--- src/rtl/seg7_mux_capture.sv ---
// seg7_mux_capture: qualifies a multiplexed 7-segment bus by stability, decodes each
// digit back to a 5-bit code and assembles 4-digit frames onto a valid/ready handshake.
`default_nettype none

module seg7_mux_capture #(
  parameter int STABLE_CYCLES = 4
) (
  input  logic        clk,
  input  logic        rst_n,
  input  logic [8:0]  seg_in,
  input  logic [1:0]  sel_in,
  input  logic        err_clr,
  input  logic        frame_ready,
  output logic [4:0]  dig0,
  output logic [4:0]  dig1,
  output logic [4:0]  dig2,
  output logic [4:0]  dig3,
  output logic [19:0] frame_data,
  output logic        frame_valid,
  output logic        decode_err,
  output logic        overflow
);

  localparam logic [7:0] STABLE = 8'(STABLE_CYCLES);
  localparam logic [4:0] CODE_BLANK = 5'd16;
  localparam logic [4:0] CODE_BAD   = 5'd31;

  typedef enum logic [0:0] {
    COLLECT = 1'b0,
    OFFER   = 1'b1
  } state_t;

  state_t      state_q, state_nxt;
  logic [8:0]  sample, last_q;
  logic [7:0]  cnt_q, cnt_nxt;
  logic        same, commit;
  logic [4:0]  code;
  logic [4:0]  dig_q   [4];
  logic [4:0]  dig_nxt [4];
  logic [3:0]  seen_q, seen_set;
  logic        frame_done, load, drop;
  logic        unused_bits;

  assign unused_bits = ^seg_in[1:0];
  assign sample      = {seg_in[8:2], sel_in};
  assign same        = (sample == last_q);

  // Saturating run-length counter; a commit fires only on the edge that reaches STABLE.
  always_comb begin
    cnt_nxt = 8'd1;
    if (same) cnt_nxt = (cnt_q < STABLE) ? cnt_q + 8'd1 : cnt_q;
  end
  assign commit = (cnt_nxt == STABLE) && (!same || (cnt_q < STABLE));

  always_comb begin
    case (seg_in[8:2])
      7'b1111110: code = 5'd0;
      7'b0110000: code = 5'd1;
      7'b1101101: code = 5'd2;
      7'b1111001: code = 5'd3;
      7'b0110011: code = 5'd4;
      7'b1011011: code = 5'd5;
      7'b1011111: code = 5'd6;
      7'b1110000: code = 5'd7;
      7'b1111111: code = 5'd8;
      7'b1111011: code = 5'd9;
      7'b1110111: code = 5'd10;
      7'b0011111: code = 5'd11;
      7'b1001110: code = 5'd12;
      7'b0111101: code = 5'd13;
      7'b1001111: code = 5'd14;
      7'b1000111: code = 5'd15;
      7'b0000000: code = CODE_BLANK;
      default:    code = CODE_BAD;
    endcase
  end

  always_comb begin
    for (int i = 0; i < 4; i++) dig_nxt[i] = dig_q[i];
    if (commit) dig_nxt[sel_in] = code;
  end

  assign seen_set   = seen_q | (commit ? (4'b0001 << sel_in) : 4'b0000);
  assign frame_done = commit && (seen_set == 4'b1111);

  always_ff @(posedge clk or negedge rst_n) begin
    if (!rst_n) state_q <= COLLECT;
    else        state_q <= state_nxt;
  end

  always_comb begin
    state_nxt = state_q;
    load      = 1'b0;
    drop      = 1'b0;
    case (state_q)
      COLLECT: begin
        if (frame_done) begin
          load      = 1'b1;
          state_nxt = OFFER;
        end
      end
      OFFER: begin
        if (frame_done) begin
          load = frame_ready;
          drop = !frame_ready;
        end else if (frame_ready) begin
          state_nxt = COLLECT;
        end
      end
      default: state_nxt = COLLECT;
    endcase
  end

  always_ff @(posedge clk or negedge rst_n) begin
    if (!rst_n) begin
      last_q     <= 9'd0;
      cnt_q      <= 8'd0;
      seen_q     <= 4'b0000;
      frame_data <= 20'd0;
      decode_err <= 1'b0;
      overflow   <= 1'b0;
      for (int i = 0; i < 4; i++) dig_q[i] <= CODE_BLANK;
    end else begin
      last_q <= sample;
      cnt_q  <= cnt_nxt;
      for (int i = 0; i < 4; i++) dig_q[i] <= dig_nxt[i];
      // A completed frame clears seen whether it was offered or dropped.
      if (frame_done)  seen_q <= 4'b0000;
      else if (commit) seen_q <= seen_set;
      if (load) frame_data <= {dig_nxt[3], dig_nxt[2], dig_nxt[1], dig_nxt[0]};
      if (commit && (code == CODE_BAD)) decode_err <= 1'b1;
      else if (err_clr)                 decode_err <= 1'b0;
      if (drop)         overflow <= 1'b1;
      else if (err_clr) overflow <= 1'b0;
    end
  end

  assign frame_valid = (state_q == OFFER);
  assign dig0 = dig_q[0];
  assign dig1 = dig_q[1];
  assign dig2 = dig_q[2];
  assign dig3 = dig_q[3];

endmodule

`default_nettype wire

--- config.mk ---
export PLATFORM = sky130hd
export DESIGN_NAME = seg7_mux_capture
export DESIGN_NICKNAME = d
export VERILOG_FILES = /design/src/rtl/seg7_mux_capture.sv
export SDC_FILE = /design/constraint.sdc
export NUM_CORES = 1
export LEC_CHECK = 0
export ABC_AREA = 1
export ABC_CLOCK_PERIOD_IN_PS = 2500
export CAP_MARGIN = 20
export CORE_MARGIN = 2
export CORE_UTILIZATION = 51
export DETAILED_ROUTE_END_ITERATION = 6
export PLACE_DENSITY_LB_ADDON = 0.1
export SYNTH_ARGS = -nofsm -noshare
export SYNTH_HDL_FRONTEND = slang
export SYNTH_SLANG_ARGS = --single-unit
--- constraint.sdc ---
create_clock -name clk -period 2.5 [get_ports clk]
set_input_delay 0.5 -clock clk [delete_from_list [all_inputs] [get_ports clk]]
set_output_delay 0.5 -clock clk [all_outputs]
set_load 0.03 [all_outputs]
* Word level (Yosys, flattened, before mapping)
Cells that the tools add are included.
** Word-level totals
- Flip-flop bits (word level) :: 64
- Input port bits :: 15
- Logic and storage cells :: 71
** Cells by class
- Add/sub/neg operators :: 1
- $lt $le $gt $ge :: 3
- Equality and inequality tests :: 20
- Shifts and indexed selects :: 1
- Mux-type cells :: 21
- Bitwise gates (word level) :: 3
- Reduce and logical (&&, ||, !) cells :: 11
** Operator list (number)
- case mux 5 bit (17 select lines) :: 1
- == test 7 bit, second input constant :: 12
- == test 7 x 6 -> 1 bit, second input constant :: 3
- bitwise mux 20 bit :: 1
- 2-to-1 mux 20 bit :: 1
- 2-to-1 mux 8 bit :: 2
- 2-to-1 mux 4 bit :: 3
- demux 5 bit (select 2 bit) :: 1
- == test 9 bit :: 1
- 2-to-1 mux 1 bit :: 9
- adder 8 x 1 -> 8 bit, second input constant :: 1
- == test 8 x 3 -> 1 bit, second input constant :: 1
- less-than comparator 8 x 3 -> 1 bit, second input constant :: 1
- == test 7 x 5 -> 1 bit, second input constant :: 1
- logical NOT 7 bit :: 1
- nonzero test 2 bit :: 3
- == test 5 bit, second input constant :: 1
- 2-to-1 mux 5 bit :: 1
- == test 4 bit, second input constant :: 1
- logical AND 1 bit :: 4
- bitwise OR 4 bit :: 1
- case mux 1 bit (2 select lines) :: 2
- << shifter 1 x 2 -> 4 bit, first input constant :: 1
- >= comparator 3 bit, second input constant :: 1
- other kinds (5) :: 6

* Logic depth before layout (Yosys ltp)
- Word-level depth :: 12
- Depth in mapped cells :: 16

* Worst setup path after synthesis
Ideal clock, no wire load.
- Path type :: input -> register
- Start point :: input port seg_in[7]
- End point :: register frame_data[0]
- Setup time :: 118 ps
- Arrival time :: 2003 ps
- Required time :: 2382 ps
- Setup slack :: 379 ps
- Stages on the path :: 14
- Path through :: buf_2 xnor2_1 nand2_1 nor2_4 nand3_4 nor2_8 nand3_2 nand2_1 nand2_2 nor2_4 nand3_2 buf_6 nand2_1 nand2_1
** On the way
- Longest elaborated chain between the ends :: 10
- Elaborated cells on any way between the ends :: 33
- Those cells by class :: eq/ne: 19; mux: 8; bitwise: 1; reduce/logical: 5
** Ends and longest elaborated chain
- from (decl) :: line 10 : input logic [8:0] seg_in,
- == test 9 bit :: line 46 : assign same = (sample == last_q);
- 2-to-1 mux 8 bit or logical NOT 1 bit (tied branches) :: line 51, 53
- == test 8 x 3 -> 1 bit or logical OR 1 bit (tied branches) :: line 53 : assign commit = (cnt_nxt == STABLE) && (!same || (cnt_q < STABLE));
- logical AND 1 bit :: line 53
- 2-to-1 mux 4 bit :: line 83 : assign seen_set = seen_q | (commit ? (4'b0001 << sel_in) : 4'b0000);
- bitwise OR 4 bit :: line 83
- == test 4 bit :: line 84 : assign frame_done = commit && (seen_set == 4'b1111);
- logical AND 1 bit :: line 84
- 2-to-1 mux 1 bit (on tied branches) :: line 103, 97
- case mux 1 bit (2 select lines) :: line 95 : case (state_q)
- to (signal assigned) :: line 130 : if (load) frame_data <= {dig_nxt[3], dig_nxt[2], dig_nxt[1], dig_nxt[0]};
- to (decl) :: line 18 : output logic [19:0] frame_data,
Several ways; a longest one is shown, not always the timed one.
A chain may end at the register's enable or synchronous reset.

==> summary.txt <==
Route
  – DR vias/cell: 5.058
  – Drt total wl: 7.205 mm
  – Routed Antenna Nets: 0
  – DR pass1 iterations: 4
  – DR iter-0 viols: 121
  – Wire per inst: 13.52 µm
  – DRC: 0
  – Via count: 2696

Setup path
  – Critical path arrival: 2.60 ns
  – Kind of critical path: in2reg
  – CP required: 2.73 ns
  – Critical Path Fanout Max: 5
  – CP startpoint kind: input pin
  – CP endpoint kind: register

Yosys
  – Count leader, synth: nand2_1
  – Post-synth top area cell: dfrtp_1
  – Seq/Total Area, Yosys: 54.22%
  – Synth unique cells: 27
  – Yosys reg bits: 64
  – Async SR Flop Fraction: 100.0%
  – Mapped Cells: 351
  – Top cell type's share of synthesized area: 50.68%
  – Syn_nets: 367
  – Synth top cells by count: nand2_1, dfrtp_1, inv_1
  – Number of synthesized flops with an enable pin: 0
  – Synth Flop Type: dfrtp_1
  – YS warnings: 0
  – Synth area leaders: dfrtp_1, nand2_1, nand4_1
  – Cell area after synthesis: 2963 µm²
  – Mean Syn Cell Area: 8.441 µm²

Global routing
  – Pin count of the biggest net entering global routing: 29
  – Met2 Resource Use GR: 40.08%
  – GRT busiest layer: met2
  – First-pass GRT wire length: 12.16 mm
  – Congestion Overflow GR: 0
  – Initial antenna violation count: 0
  – Vias in the first global route: 2672
  – Met1 GRT Util: 33.01%
  – GRT Util Overall: 24.98%
  – Met3 usage: 4.831%

STA
  – Final clock skew: 0.007183 ns
  – Max Clock Freq: 422.5 MHz
  – Final slew viol count: 0
  – Rel. slew slack: 59.49%
  – Setup-failing EPs final: 0
  – RSZ-0062 raised after global routing: yes
  – Hold Fails Final Rpt: 0
  – Setup slack after layout: 0.1333 ns
  – WHS: 0.1635 ns
  – Tightest Pin Transition: 0.6076 ns
  – Fin crit share: 94.67%
  – Minimum clock period: 2.367 ns

Clock network
  – # H-tree levels: 3
  – Num CTS Buffers: 9
  – Reg clk slew, reported paths: 0.07 ns
  – Clock root buffer: clkbuf_8
  – CTS Buffer Depth: 2
  – CTS Sinks: 64
  – TritonCTS clock tree: built
  – Worst skew pair latency: 0.34 ns

Floorplan
  – Die height: 80.22 µm
  – CORE AREA: 5574 µm²
  – IO Count: 58
  – # rows: 27
  – Starting Density: 53.15%
  – Die area: 6435 µm²
  – Die X-Extent: 80.22 µm

Place
  – DP HPWL: 5.105 mm
  – Placer Congestion: 0.9031
  – Post-Place Cell Area: 3936 µm²
  – Pre-CTS setup slack: -0.2404 ns
  – IO Port Bufs: 55

Power and ir drop
  – VDD IR max: 0.3916 mV
  – Power Density: 504.9 nW/µm²
  – LEAKAGE: 2.205 nW

Min path
  – Hold crit path type: in2async

Cells and area
  – Final instance area: 4149 µm²
  – Synth-to-layout area growth: 40.03%
  – Net count, final: 472
  – Antenna Cells: 0
  – Layout cells sized above 1: 19.74%
  – Fillers: 421

Run status
  – Status: finished, final reports clean

Job
  – Max-cap viol count: 0
-- routing by layer --
metal	up-vias	routed length, µm	share of wire, %
li1	1330	-	-
met1	1268	3202	44
met2	88	3504	49
met3	10	378	5.2
met4	0	121	1.7
met5	-	0	0
-- registers in the layout, summed over array words and instances, names as in the netlist --
signal       flops
overflow         1
cnt_q            8
seen_q           4
frame_data      20
last_q           9
decode_err       1
dig1             5
frame_valid      1
dig2             5
dig3             5
dig0             5
-- critical path, stage by stage --
cell	delay, ns
clkdlybuf4s50_1	0.54
buf_4	0.17
nand3_1	0.13
inv_1	0.16
nand4_1	0.13
nand2_1	0.13
nor2_1	0.06
nand3_1	0.20
nand2_1	0.22
nand2_1	0.13
nand2_1	0.08
nand4_1	0.09
nand2_1	0.06
-- repair_timing --
item / CTS / global route
hold buffers: 0 / 0
gates resized for setup: 0 / 5
endpoints found under the setup margin: 0 / 19
buffers inserted: 0 / 0
-- metrics by stage --
step	TNS [ns]	util, %	cells	total power (W)
CTS	0	74.16	533	0.002108
global placement	-4.673	70.62	517	0.001208
finish	0	74.43	533	0.002095
global route	-0.07245	74.43	533	0.002168
floorplan	0	-	351	0.001116
detailed placement	-6.266	70.62	517	0.001211
-- kinds of logic (layout without fill, tap and decap cells) --
family,Yosys count,after routing,share of synthesized area (%)
and+or+nand+nor,227,227,35.35
xor gates and xnor gates,5,5,1.478
buffers and inverters,47,157,6.841
adders and majority gates,1,1,0.4222
AOI/OAI and AO/OA,7,7,1.689
DFF,64,64,54.22
-- cells in the final DEF (no fill, tap or decap), drive strengths merged --
cell	netlist	final
nor3	9	9
clkinv	0	3
o31ai	1	1
clkdlybuf4s50	0	52
bufinv	0	1
dfrtp	60	60
dlymetal6s2s	0	2
buf	7	49
o2111ai	1	1
nor2	26	26
a211oi	1	1
nand4	26	26
inv	38	38
ha	1	1
xor2	1	1
clkbuf	2	11
a21boi	1	1
nand3	20	20
xnor2	4	4
nand2	146	146
dfstp	4	4
o21ai	3	3
clkinvlp	0	1
-- worst paths after layout --
| check | end | slack (ns) | depth (start not counted) | from |
|---|---|---|---|---|
| max reg2reg | frame_data[18] | 0.31 | 13 | cnt_q[4] |
| min reg2reg | frame_data[0] | 0.47 | 2 | frame_data[0] |
| max in group asynchronous | last_q[5] | 1.55 | 3 | rst_n |
| max | frame_data[15] | 0.13 | 13 | seg_in[8] |
| min in group clk | last_q[5] | 0.38 | 1 | seg_in[5] |
| min | frame_data[5] | 0.16 | 1 | rst_n |
-- final cells by class --
type                    instances  area, µm²  share of cell area (%)
clock buffers                  11      141.4                   3.408
clock inverters                 5      56.30                   1.357
inverters                      38      142.6                   3.438
multi-input cells             240       1164                   28.05
flip-flops and latches         64       1607                   38.72
well taps                      72      90.09                   2.171
repair buffers                103      948.4                   22.86
-- where the power goes --
group | switching [W] | internal [W]
registers | 0.00000381 | 0.00104
clock network | 0.000415 | 0.000486
logic | 0.0000875 | 0.0000589
Power figures use the tool's default switching activity.
